[config.mk]
export PLATFORM = sky130hd
export DESIGN_NAME = fp32_norm_round
export DESIGN_NICKNAME = d
export VERILOG_FILES = /design/src/rtl/fp32_norm_round.sv
export SDC_FILE = /design/constraint.sdc
export NUM_CORES = 1
export LEC_CHECK = 0
export BUFFER_PORTS_ARGS = -buffer_cell sky130_fd_sc_hd__buf_2
export CORE_MARGIN = 2
export CORE_UTILIZATION = 30
export DETAILED_ROUTE_END_ITERATION = 8
export GPL_TIMING_DRIVEN = 0
export PLACE_DENSITY = 0.51
export SLEW_MARGIN = 30
export SYNTH_ARGS = -nofsm -noshare
export SYNTH_HDL_FRONTEND = slang
export SYNTH_SLANG_ARGS = --single-unit
[constraint.sdc]
create_clock -name clk -period 12.3 [get_ports clk]
set_input_delay 1.845 -clock clk [delete_from_list [all_inputs] [get_ports clk]]
set_output_delay 1.845 -clock clk [all_outputs]
set_load 0.03 [all_outputs]
[src/rtl/fp32_norm_round.sv]
// fp32_norm_round: normalise, round-to-nearest-even and pack stage of the
// SFU FP32 adder, built as a 3-stage valid/ready pipeline.
module fp32_norm_round #(
    parameter int EXP_W  = 8,
    parameter int MANT_W = 23
) (
    input  logic                  clk,
    input  logic                  rst,
    input  logic                  in_valid,
    output logic                  in_ready,
    input  logic                  in_sign,
    input  logic [EXP_W-1:0]      in_exp,
    input  logic [MANT_W+4:0]     in_mant,
    input  logic [4:0]            in_lz,
    input  logic                  in_sticky,
    input  logic                  in_bypass,
    input  logic [EXP_W+MANT_W:0] in_bypass_val,
    output logic                  out_valid,
    input  logic                  out_ready,
    output logic [EXP_W+MANT_W:0] out_result,
    output logic [2:0]            out_flags
);
    localparam int W  = MANT_W + 5;
    localparam int XW = EXP_W + 2;
    localparam int RW = EXP_W + MANT_W + 1;
    localparam logic signed [XW-1:0] E_ONE = XW'(1);
    localparam logic signed [XW-1:0] E_MAX = XW'((1 << EXP_W) - 1);

    logic en;
    assign en       = out_ready | ~out_valid;
    assign in_ready = en;

    logic                 s1_valid, s1_sign, s1_sticky, s1_bypass;
    logic [W-2:0]         s1_mant;
    logic signed [XW-1:0] s1_exp;
    logic [RW-1:0]        s1_bval;

    logic                 s2_valid, s2_sign, s2_norm, s2_inexact;
    logic                 s2_zero, s2_bypass;
    logic signed [XW-1:0] s2_exp;
    logic [MANT_W-1:0]    s2_frac;
    logic [RW-1:0]        s2_bval;

    logic [XW-1:0]        sh_raw, sh_lim, sh;
    logic [W-2:0]         c1_mant;
    logic signed [XW-1:0] c1_exp;
    logic                 c1_sticky;

    // Coarse shift: the shift never takes the exponent below 1.
    always_comb begin
        sh_raw    = (in_lz == 5'd0) ? '0 : XW'(in_lz) - XW'(1);
        sh_lim    = XW'(in_exp) - XW'(1);
        sh        = (sh_raw > sh_lim) ? sh_lim : sh_raw;
        c1_sticky = in_sticky;
        if (in_mant[W-1]) begin
            c1_mant   = in_mant[W-1:1];
            c1_sticky = in_sticky | in_mant[0];
            c1_exp    = $signed(XW'(in_exp) + XW'(1));
        end else begin
            c1_mant = in_mant[W-2:0] << sh;
            c1_exp  = $signed(XW'(in_exp) - sh);
        end
    end

    logic [W-2:0]         m2;
    logic signed [XW-1:0] e2;
    logic                 g, r, s, lsb, inc, carry;
    logic [MANT_W+1:0]    sum;

    // One-bit fix-up for an LZA under-count, then round at bit 3.
    always_comb begin
        m2 = s1_mant;
        e2 = s1_exp;
        if (!s1_mant[W-2] && s1_mant != '0 && s1_exp > E_ONE) begin
            m2 = s1_mant << 1;
            e2 = s1_exp - E_ONE;
        end
        lsb   = m2[3];
        g     = m2[2];
        r     = m2[1];
        s     = m2[0] | s1_sticky;
        inc   = g & (r | s | lsb);
        sum   = {1'b0, m2[W-2:3]} + {{(MANT_W+1){1'b0}}, inc};
        carry = sum[MANT_W+1];
    end

    always_ff @(posedge clk) begin
        if (rst) begin
            s1_valid   <= 1'b0;
            s2_valid   <= 1'b0;
            out_valid  <= 1'b0;
            out_result <= '0;
            out_flags  <= '0;
        end else if (en) begin
            s1_valid  <= in_valid;
            s2_valid  <= s1_valid;
            out_valid <= s2_valid;
            if (s2_bypass) begin
                out_result <= s2_bval;
                out_flags  <= 3'b000;
            end else if (s2_exp >= E_MAX) begin
                out_result <= {s2_sign, {EXP_W{1'b1}}, {MANT_W{1'b0}}};
                out_flags  <= 3'b101;
            end else if (s2_zero) begin
                out_result <= '0;
                out_flags  <= 3'b000;
            end else begin
                out_result <= {s2_sign,
                               s2_norm ? s2_exp[EXP_W-1:0] : {EXP_W{1'b0}},
                               s2_frac};
                out_flags  <= {1'b0, ~s2_norm & s2_inexact, s2_inexact};
            end
        end
    end

    always_ff @(posedge clk) begin
        if (en) begin
            s1_sign    <= in_sign;
            s1_mant    <= c1_mant;
            s1_exp     <= c1_exp;
            s1_sticky  <= c1_sticky;
            s1_bypass  <= in_bypass;
            s1_bval    <= in_bypass_val;
            s2_sign    <= s1_sign;
            s2_exp     <= carry ? e2 + E_ONE : e2;
            s2_frac    <= carry ? '0 : sum[MANT_W-1:0];
            s2_norm    <= sum[MANT_W+1] | sum[MANT_W];
            s2_inexact <= g | r | s;
            s2_zero    <= (s1_mant == '0) && !s1_sticky;
            s2_bypass  <= s1_bypass;
            s2_bval    <= s1_bval;
        end
    end
endmodule

==> metrics.md, run 1 <==
| Metric | Value |
|---|---|
| Status | finished, final reports clean |
| Post-Route WL | 28.9 mm |
| 1st-iter DRT viols | 673 |
| Maximum fanout along the worst path | 10 |
| Slew @ Worst Pin | 0.797 ns |
| Drt first pass iters | 5 |
| Largest net degree at the start of global routing | 32 |
| YS warnings | 0 |
| Xor/xnor share of the synthesized area | approximately 3.4% |
| Slew HR | a little under half |
| Die Wd | between 150 and 200 um |
| CTS Buf Count | 17 |
| Area after DPL | around 12000 um^2 |
| Worst VDD drop | 79.1 uV |
| Routed Antenna Nets | 0 |
| Post-synthesis cell area | between 10000 and 15000 um^2 |
| CP Data Arrival Time | 7.71 ns |
| Most common cell in the synthesized netlist | edfxtp_1 |
| Yosys cell types | 86 |
| Longest Clk Path Bufs | 2 |
| RSZ-0062 raised after global routing | false |
| Post-DR vias/cell | 5.17 |
| Initial Util | between 30% and 40% |
| Pint | approximately 1.2 mW |
| Post-Syn Nets | between 1000 and 1500 |
| # Max-Cap Violations | 0 |
| Static leakage | 4.93 nW |
| Worst Path Required | 12.45 ns |
| Inst Count DP | 1596 |
| Clk sinks | between 150 and 200 |
| Clock H-tree levels | 4 |
| Sw Share | ~31% |
| Register area share after synthesis | 48.2% |
| Layout Skew | 0.00783 ns |
| Area contributors post-synth | edfxtp_1, dfxtp_1, mux2i_1, nand2_1, nor2_1 |
| Comb power frac | between 20% and 30% |
| Post-route cell area | ~12000 um^2 |
| Worst min-delay path category | flop to flop |
| First-pass GRT wire length | between 40 and 50 mm |
| Part of the power in registers | approximately 44% |
| Largest family of logic cells by synthesized area | simple AND/OR/NAND/NOR gates |
| Clk Latency, worst-skew pair | between 0.4 and 0.5 ns |
| Crit share post-route | between 60% and 70% |
| Final Hold Viols | 0 |
| Core area | roughly 34000 um^2 |
| Mux contribution to synthesized area | a little under 7% |
| Share of cells above drive strength 1 | ~17% |
| Total track usage | 16.1% |
| Top Family by Delay on Critical Path | compound AO/OA/AOI/OAI gates |
| Initial antenna violation count | 0 |
| Synth area leader | edfxtp_1 |
| Setup CP Type | input pin to flop |
| Switching Power | 0.552 mW |
| Syn Area/Cell | approximately 10 um^2 |
| Total power | 1.79 mW |
| Layout Cells excl Fill | ~1600 |
| Post-DP HPWL | 22.4 mm |
| CP most frequent cell | o21ai_0 |
| Fin. max-slew vios | 0 |
| Fin Setup TNS | 0 ns |
| Number of synthesized flops with an enable pin | roughly 140 |
| Minimum clock period | roughly 7.6 ns |
| Clk pwr share | a little under a third |
| IO Port Bufs | around 120 |
| Vias in the first global route | 8152 |
| CP Capture Type | flop |
| Compound-cell area share of the yosys netlist | 16.5% |
| Chip Height | 190 um |
| Synth top cells by count | edfxtp_1, nand2_1, nor2_1, mux2i_1, a21oi_1 |
| CTS root buffer | clkbuf_16 |
| Nets | 1265 |
| Share of the synthesized area in the top cell type | 40.9% |
| GP Congestion | ~0.9 |
| CP max stage cell | a21oi_1 |
| Routed WL per cell | approximately 18 um |
| CP Launch Type | input pin |
| Global route total overflow | 0 |
| DRC viols | 0 |
| Critical-path cell list | buf_2 -> or3_1 -> or4_1 -> clkbuf_1 -> inv_1 -> ha_1 -> a21o_1 -> o31ai_1 -> a21oi_1 -> a21oi_1 -> inv_2 -> buf_2 -> ha_1 -> o21ai_0 -> a21boi_0 -> o21ai_0 -> nand2b_1 -> and2_1 -> o21ai_0 -> nand2b_1 -> a2111oi_0 |
| Ys flop type | edfxtp_1 |
| Buffer count from post-CTS setup fixing | 0 |
| Reg clk slew, reported paths | approximately 0.070 ns |
| PD cells | approximately 150 nW/um^2 |
| Top-Level Pins | around 120 |
| Std-Cell Rows | a little under 70 |
| Synth Area in Adders | between 3 and 4% |
| CTS tree | done |
| Vias | between 8000 and 9000 |
| Post-CTS sizing | 0 |
| Synthesis-stage register bit count | between 150 and 200 |
| CP max stage delay | about 0.7 ns |
| Crit path buffers/inverters | 5 |
| Post-synth ARST share | 0% |
| # hold bufs at CTS | 0 |
| Fmax | between 100 and 150 MHz |
| Synthesized instance count | 1020 |
| Setup violators final | 0 |
| Die ar. | about 36000 um^2 |
| Area Overhead vs Synth | 18.3% |
| Post-synthesis simple-gate area fraction | ~18% |
-- worst paths after layout --
check,startpoint,endpoint,slack [ns],cells after the start
min reg2reg,s1_bval[26],s2_bval[26],0.42,0
min,s1_bval[26],s2_bval[26],0.42,0
max reg2reg,s1_mant[24],s2_exp[9],6.94,17
max,in_lz[2],s1_exp[9],4.74,21
-- power groups by stage --
stage	registers (mW)	clock network, mW	logic, mW
global placement	0.811	0	0.424
global route	0.805	0.606	0.475
CTS	0.796	0.579	0.430
detailed placement	0.809	0	0.428
floorplan	0.818	0	0.277
finish	0.796	0.566	0.432
-- final cells by class --
| cell class | instances | area (um^2) |
|---|---|---|
| fillers | 3497 | 22000 |
| multi-input cells | 747 | 5030 |
| flip-flops and latches | 180 | 5020 |
| repair buffers | 121 | 711 |
| well taps | 455 | 569 |
| clock buffers | 19 | 453 |
| plain buffers | 62 | 255 |
| clock inverters | 13 | 171 |
| inverters | 31 | 116 |
| diodes | 1 | 2.50 |
-- layer usage --
metal | global-route usage (%) | wire, um | vias to the layer above
li1 | - | - | 4137
met1 | 23.2 | 14200 | 4011
met2 | 25.1 | 12800 | 251
met3 | 2.43 | 1600 | 22
met4 | 4.26 | 325 | 0
met5 | 0 | 0 | -
-- cell families (layout without fill, tap and decap cells) --
group / after synthesis / count (layout)
compound gates: 241 / 241
xor+xnor: 41 / 41
fa+ha+maj: 25 / 25
buf+inv: 93 / 246
flops: 180 / 180
mux: 68 / 68
other cells: 0 / 1
simple gates: 372 / 372
-- worst reg2reg max path, stage by stage (launching register included) --
cell      delay [ns]
edfxtp_1        0.53
nor4_1          0.44
nand4_2         0.30
o21a_4          0.32
buf_6           0.15
clkbuf_1        0.29
clkbuf_1        0.35
o21ai_0         0.28
ha_1            0.24
and3_1          0.25
o211ai_1        0.23
nor4b_4         0.48
and4_1          0.30
buf_4           0.17
nand3b_1        0.11
nor2_1          0.25
a21oi_1         0.12
a211o_1         0.30
-- state kept, by name, indices dropped and copies added (netlist names), 3 cells and up --
| name | count |
|---|---|
| s2_exp | 10 |
| out_result | 32 |
| out_flags | 3 |
| s1_mant | 27 |
| s1_exp | 10 |
| s2_bval | 32 |
| s1_bval | 32 |
| s2_frac | 23 |
-- cell usage in the layout, fill, tap and decap left out, types with 8 or more instances in the layout --
cell type and count:
nand2b_1 13, clkbuf_16 17, nand3_1 29, nor4_1 13, nand4_1 9, inv_1 28, a221oi_1 27, nor2b_1 8
xnor2_1 27, a22o_1 8, edfxtp_1 142, and2_1 13, nor3_1 46, nor2_1 86, o211ai_1 8, mux2i_1 59
ha_1 24, xor2_1 14, a21o_1 14, dfxtp_1 38, a21oi_1 52, o21ai_0 47, nand3b_1 14, and3_1 8
nand2_1 98, buf_2 124, a211oi_1 9, clkbuf_1 46
-- metrics by stage --
stage / util (%) / setup slack (ns) / hold slack (ns)
2_1_floorplan: - / 4.06 / 0.400
3_3_place_gp: 33.7 / 1.53 / 0.403
3_5_place_dp: 34.1 / 4.37 / 0.405
4_1_cts: 35.9 / 4.79 / 0.420
5_1_grt: 35.9 / 4.39 / 0.426
6_report: 35.9 / 4.74 / 0.420
No activity file was read; power rests on OpenSTA's default activity.
==> run 2: changes to the inputs <==
--- a/config.mk
+++ b/config.mk
@@ -5,12 +5,13 @@
 export SDC_FILE = /design/constraint.sdc
 export NUM_CORES = 1
 export LEC_CHECK = 0
+export ABC_AREA = 1
 export BUFFER_PORTS_ARGS = -buffer_cell sky130_fd_sc_hd__buf_2
 export CORE_MARGIN = 2
 export CORE_UTILIZATION = 30
 export DETAILED_ROUTE_END_ITERATION = 8
 export GPL_TIMING_DRIVEN = 0
-export PLACE_DENSITY = 0.51
+export PLACE_DENSITY = 0.53
 export SLEW_MARGIN = 30
 export SYNTH_ARGS = -nofsm -noshare
 export SYNTH_HDL_FRONTEND = slang
==> constraint.sdc (replaced) <==
create_clock -name clk -period 6.5 [get_ports clk]
set_input_delay 0.975 -clock clk [delete_from_list [all_inputs] [get_ports clk]]
set_output_delay 0.975 -clock clk [all_outputs]
set_load 0.03 [all_outputs]
==> run 2 against run 1 <==
Against the previous run: via count rose by 11%; global-route usage increased by 1.0 points; non-clock buffer count down 5; cell count grew 18%; sequential power is 88% higher; combinational power grew to 2.5 times the previous value; register-to-register slack lost 3.6 ns; area after synthesis up 2.7%; largest cell class is now flip-flops and latches; highest routed layer unchanged.
==> metrics.md, run 2 <==
| Metric | Value |
|---|---|
| Most frequent cells in the layout | nand2_1, nand3_1, edfxtp_1 |
| Layout Skew | slightly above 0.009 ns |
| Top-Level Pins | 117 |
| Final Hold Slack | about 0.42 ns |
| PD cells | between 200 and 300 nW/um^2 |
| Worst VDD drop | roughly 190 uV |
| Vias in the first global route | just over 9000 |
| GP Congestion | between 0.9 and 1 |
| Share of the synthesized area in the top cell type | between 30% and 40% |
| Routed Antenna Nets | 0 |
| Post-synth ARST share | 0% |
| R2r endpoint | s2_frac[18] |
| Ys flop type | edfxtp_1 |
| Fin Setup TNS | 0 ns |
| Worst Setup SP | in_lz[0] |
| Fin. max-slew vios | 0 |
| Initial antenna violation count | 0 |
| Std-Cell Rows | a little under 70 |
| Worst min-delay path category | flop to flop |
| Die Wd | 193 um |
| Core area | between 30000 and 40000 um^2 |
| Met1 wire length | 14.6 mm |
| Most common cell after layout, fill and taps aside | nand2_1 |
| Buffer count from post-CTS setup fixing | 0 |
| Initial Util | 30.3% |
| CTS Buf Count | 17 |
| CP max stage cell | nor3_1 |
| Final core utilization | 35.5% |
| Static leakage | 5.41 nW |
| Area contributors post-synth | edfxtp_1, nand2_1, nand3_1, dfxtp_1, inv_1 |
| DRC viols | 0 |
| CP most frequent cell | nor2_1 |
| Critical path endpoint | s1_exp[9] |
| Synth area leader | edfxtp_1 |
| Post-synthesis cell area | between 10000 and 15000 um^2 |
| Setup CP Type | input pin to flop |
| Post-DP HPWL | 24.5 mm |
| YS warnings | 0 |
| Setup slack, reg-to-reg | around 3.3 ns |
| CP max stage delay | ~0.70 ns |
| Status | finished, final reports clean |
| Area after DPL | approximately 12000 um^2 |
| Die ar. | 37200 um^2 |
| Crit Reg-Reg Startpoint | s1_exp[0] |
| Maximum fanout along the worst path | 10 |
| Clk sinks | 180 |
| Largest net degree at the start of global routing | 49 |
| Total track usage | approximately 17% |
| Clock H-tree levels | 4 |
| Synthesized instance count | approximately 1300 |
| Nets | between 1500 and 2000 |
| Slew @ Worst Pin | between 0.8 and 0.9 ns |
| Clk Latency, worst-skew pair | between 0.4 and 0.5 ns |
| Highest routed layer | met4 |
| IO Port Bufs | 116 |
| Crit share post-route | 89.7% |
| Post-route cell area | around 13000 um^2 |
| Yosys cell types | between 50 and 60 |
| Synthesis-stage register bit count | 180 |
| WL met3 | between 2 and 2.5 mm |
| Most common cell in the synthesized netlist | nand2_1 |
| CP Data Arrival Time | 6.09 ns |
| Longest Clk Path Bufs | 2 |
| Syn Area/Cell | between 8 and 9 um^2 |
| Share of cells above drive strength 1 | around 17% |
| Global route total overflow | 0 |
| Synth top cells by count | nand2_1, nand3_1, edfxtp_1, inv_1, nor2_1 |
| Area Overhead vs Synth | 17.2% |
| Post-Route WL | 31.2 mm |
| Fill count | 3706 |
| 1st-iter DRT viols | around 750 |
| Post-Syn Nets | approximately 1400 |
| Multi-input gate area | slightly below 5000 um^2 |
| First-pass GRT wire length | roughly 49 mm |
| Routed WL per cell | 16.3 um |
| Setup violators final | 0 |
| Register area share after synthesis | 46.9% |
| Fmax | between 150 and 200 MHz |
| # hold bufs at CTS | 0 |
| Top flop regs | out_result: 32 flops, s1_bval: 32 flops, s2_bval: 32 flops |
| Final Hold Viols | 0 |
| Reg clk slew, reported paths | about 0.07 ns |
| Drt first pass iters | 5 |
| Total power | 3.63 mW |
| Post-DR vias/cell | 4.89 |
| Chip Height | slightly below 200 um |
| Number of synthesized flops with an enable pin | approximately 140 |
| CP Launch Type | input pin |
| CTS tree | done |
| Worst Path Required | approximately 6.8 ns |
| Slew HR | between 40% and 50% |
| Post-CTS sizing | 0 |
| Vias | approximately 9400 |
| CP Capture Type | flop |
| CTS root buffer | clkbuf_16 |
| Met2 WL | about 14 mm |
| R2R cell count | 17 |
| # Max-Cap Violations | 0 |
| Minimum clock period | about 5.8 ns |
| Register area | roughly 5000 um^2 |
| RSZ-0062 raised after global routing | false |
run 2: cell count changes after synthesis, sizes merged, moves of 17 or more:
cell | previous run | this run
nand4 | 11 | 28
o21ai | 49 | 102
mux2i | 59 | 0
a21oi | 52 | 76
a221oi | 27 | 0
xnor2 | 27 | 5
inv | 31 | 117
nor3 | 48 | 10
nand2 | 99 | 312
nor2 | 89 | 108
nand3 | 29 | 209
run 2: cells by family (layout without fill, tap and decap cells):
logic type                 count (synthesis)  after routing  synth area share, %
and+or+nand+nor                          677            677                 28.8
AOI/OAI and AO/OA                        208            208                 11.1
DFF                                      180            180                 46.9
buffers and inverters                    178            329                 7.25
xor gates and xnor gates                  35             35                 2.93
adders and majority gates                 25             25                 2.99
other                                      0              1                    0
run 2: metrics by stage:
| step | setup slack (ns) | std cells |
|---|---|---|
| CTS | 0.747 | 1915 |
| finish | 0.667 | 1916 |
| detailed placement | 0.258 | 1883 |
| global route | 0.0726 | 1915 |
| floorplan | 0.101 | 1303 |
| global placement | -2.34 | 1880 |
run 2: layer usage:
metal | global-route usage (%) | vias to the layer above
li1 | - | 4746
met1 | 23.1 | 4297
met2 | 27.6 | 297
met3 | 3.22 | 32
met4 | 5.08 | 0
met5 | 0 | -
run 2: worst min-delay path by stage:
stage | startpoint | to | slack (ns) | cells past startpoint
finish | s1_bval[8] | s2_bval[8] | 0.42 | 0
global placement | s1_bval[21] | s2_bval[21] | 0.40 | 0
global route | s1_bval[26] | s2_bval[26] | 0.43 | 0
CTS | s1_bval[28] | s2_bval[28] | 0.42 | 0
detailed placement | s1_bval[28] | s2_bval[28] | 0.40 | 0
floorplan | s1_bval[0] | s2_bval[0] | 0.40 | 0
run 2: power by group:
part | internal, mW | switching (mW)
clock | 0.586 | 0.476
sequential | 1.43 | 0.0704
combinational | 0.344 | 0.732
run 2: final cells by class:
cell class | count | area share (%)
multi-input cells | 945 | 39.1
flip-flops and latches | 180 | 40.1
plain buffers | 59 | 2.61
well taps | 461 | 4.60
clock inverters | 13 | 1.07
clock buffers | 19 | 3.79
repair buffers | 119 | 5.17
inverters | 119 | 3.60
diodes | 1 | 0.0200
run 2: worst max-delay path: cells and delay by family:
family                     cells  cell delay, ns
buffers and inverters          5            0.73
and+or+nand+nor               17            2.40
adders and majority gates      3            0.84
AOI/OAI and AO/OA              3            1.14
==> run 3: changes to the inputs <==
==> constraint.sdc (replaced) <==
create_clock -name clk -period 4.95 [get_ports clk]
set_input_delay 0.7425 -clock clk [delete_from_list [all_inputs] [get_ports clk]]
set_output_delay 0.7425 -clock clk [all_outputs]
set_load 0.03 [all_outputs]
==> run 3 against run 2 <==
Against the previous run: cell count is essentially flat; combinational power grew 32%; first-iteration DRC count shrank 2.0%; register-to-register slack lost 1.6 ns; global-route usage shrank 0.41 points; count of clock-buffer cells in the layout is the same; clock skew grew 0.0053 ns; routed wire length shrank 1.8%; sequential power grew 31%; clock power grew 31%; via count grew 0.57%; flip-flop and latch count is the same.
==> metrics.md, run 3 (synthesis gave the netlist of run 2 again) <==
| Metric | Value |
|---|---|
| Core area | around 35000 um^2 |
| Post-DP HPWL | roughly 24 mm |
| Chip Height | ~190 um |
| Fill count | around 3700 |
| Hold Path End | s2_bval[25] |
| Crit share post-route | 92.4% |
| Share of cells above drive strength 1 | between 15 and 20% |
| Minimum clock period | between 4 and 5 ns |
| Total power | approximately 4.8 mW |
| Worst Path Required | 5.12 ns |
| Highest routed layer | met4 |
| Routed Antenna Nets | 0 |
| Post-Route WL | a little over 30 mm |
| Final core utilization | 35.8% |
| Most common cell after layout, fill and taps aside | nand2_1 |
| First-pass GRT wire length | approximately 49 mm |
| # hold bufs at CTS | 0 |
| Status | finished, final reports clean |
| IO Port Bufs | about 120 |
| Top flop regs | out_result: 32 flops, s1_bval: 32 flops, s2_bval: 32 flops |
| 1st-iter DRT viols | about 730 |
| Die ar. | 37200 um^2 |
| Final Hold Viols | 0 |
| Longest Clk Path Bufs | 2 |
| Layout Cells excl Fill | roughly 1900 |
| Area Overhead vs Synth | 18.2% |
| Clk sinks | 180 |
| Initial Util | a little under a third |
| Fin Setup TNS | 0 ns |
| Hold Crit Start | s1_bval[25] |
| CTS root buffer | clkbuf_16 |
| Total track usage | ~17% |
| CTS Buf Count | 17 |
| Slew HR | 47.5% |
| CP most frequent cell | inv_1 |
| CP max stage cell | ha_4 |
| Clk Latency, worst-skew pair | 0.44 ns |
| Post-DR vias/cell | 4.92 |
| Crit Reg-Reg Startpoint | s1_exp[0] |
| Most frequent cells in the layout | nand2_1, nand3_1, edfxtp_1 |
| Setup violators final | 0 |
| R2R cell count | 16 |
| Worst min-delay path category | flop to flop |
| Routed WL per cell | 16.0 um |
| PD cells | 379 nW/um^2 |
| Met2 WL | 13.6 mm |
| Fin. max-slew vios | 0 |
| CP Launch Type | input pin |
| Layout Skew | 0.0144 ns |
| Hold path depth | 0 |
| Worst VDD drop | 235 uV |
| DRC viols | 0 |
| Vias | approximately 9400 |
| CP max stage delay | roughly 0.30 ns |
| Slew @ Worst Pin | between 0.7 and 0.8 ns |
| Drt first pass iters | 6 |
| R2r endpoint | s2_exp[6] |
| Setup slack, reg-to-reg | ~1.7 ns |
| CP Capture Type | flop |
| GP Congestion | between 0.9 and 1 |
| Reg clk slew, reported paths | roughly 0.070 ns |
| Fmax | 219 MHz |
| Static leakage | 5.43 nW |
| Maximum fanout along the worst path | 10 |
| Met1 wire length | 14.3 mm |
| Std-Cell Rows | 69 |
| Nets | about 1500 |
| Dpl ws | -0.772 ns |
| Die Wd | 193 um |
| Clock H-tree levels | 4 |
| Vias in the first global route | about 9200 |
| Setup CP Type | input pin to flop |
| Largest net degree at the start of global routing | 79 |
| Global route total overflow | 0 |
| Top-Level Pins | approximately 120 |
| WL met3 | 2.12 mm |
| ANT cells | 0 |
| CP Data Arrival Time | ~4.7 ns |
| Initial antenna violation count | 0 |
| Setup ws final | 0.377 ns |
| Inst Count DP | roughly 1900 |
| # Max-Cap Violations | 0 |
| CTS tree | done |
[run 3: changes by cell type in the layout (fill, tap and decap cells not counted), sizes merged]
cell,change
inv,-2
diode,-1
clkinvlp,+2
buf,+2
[run 3: worst max path at each step]
stage,from,to,slack (ns),cells after the start
4_1_cts,in_exp[0],s1_exp[9],0.004,32
3_3_place_gp,in_exp[0],s1_exp[8],-0.71,32
2_1_floorplan,in_exp[0],s1_exp[8],0.22,31
5_1_grt,in_exp[1],s1_exp[7],-0.02,33
3_5_place_dp,in_exp[0],s1_exp[8],-0.77,32
6_report,in_exp[1],s1_exp[8],0.38,32
[run 3: power by group]
part / switching, mW / total (mW) / internal [mW]
combinational: 0.965 / 1.43 / 0.466
clock: 0.629 / 1.39 / 0.765
sequential: 0.0947 / 1.97 / 1.87
[run 3: worst max-delay path, delay by kind of cell]
kind,cells,cell delay [ns]
adders and majority gates,3,0.77
buffers and inverters,10,1.00
xor gates and xnor gates,1,0.14
and+or+nand+nor,14,1.52
AOI/OAI and AO/OA,4,0.52
[run 3: metal layers]
metal | track usage, % | vias up
li1 | - | 4746
met1 | 22.9 | 4302
met2 | 26.7 | 334
met3 | 2.73 | 43
met4 | 5.40 | 0
met5 | 0 | -
[run 3: stage by stage]
| stage | hold WS (ns) | instance area, um^2 |
|---|---|---|
| CTS | 0.424 | 12500 |
| floorplan | 0.400 | 10700 |
| global placement | 0.403 | 11900 |
| finish | 0.422 | 12700 |
| detailed placement | 0.407 | 11900 |
| global route | 0.428 | 12700 |
[run 3: what timing repair did]
item / CTS / global route
resized for setup: 6 / 17
setup endpoints to repair: 4 / 5
pin swaps: 0 / 4
hold endpoints to repair: 0 / 0
buffers inserted: 0 / 7
[run 3: final cells by class]
type	instances	area [um^2]	share of cell area (%)
Clock buffer	19	464	3.67
Clock inverter	13	159	1.26
Tap cell	461	577	4.56
Multi-Input combinational cell	945	4980	39.3
Buffer	56	332	2.62
Timing Repair Buffer	124	661	5.22
Inverter	119	458	3.62
Sequential cell	180	5020	39.7
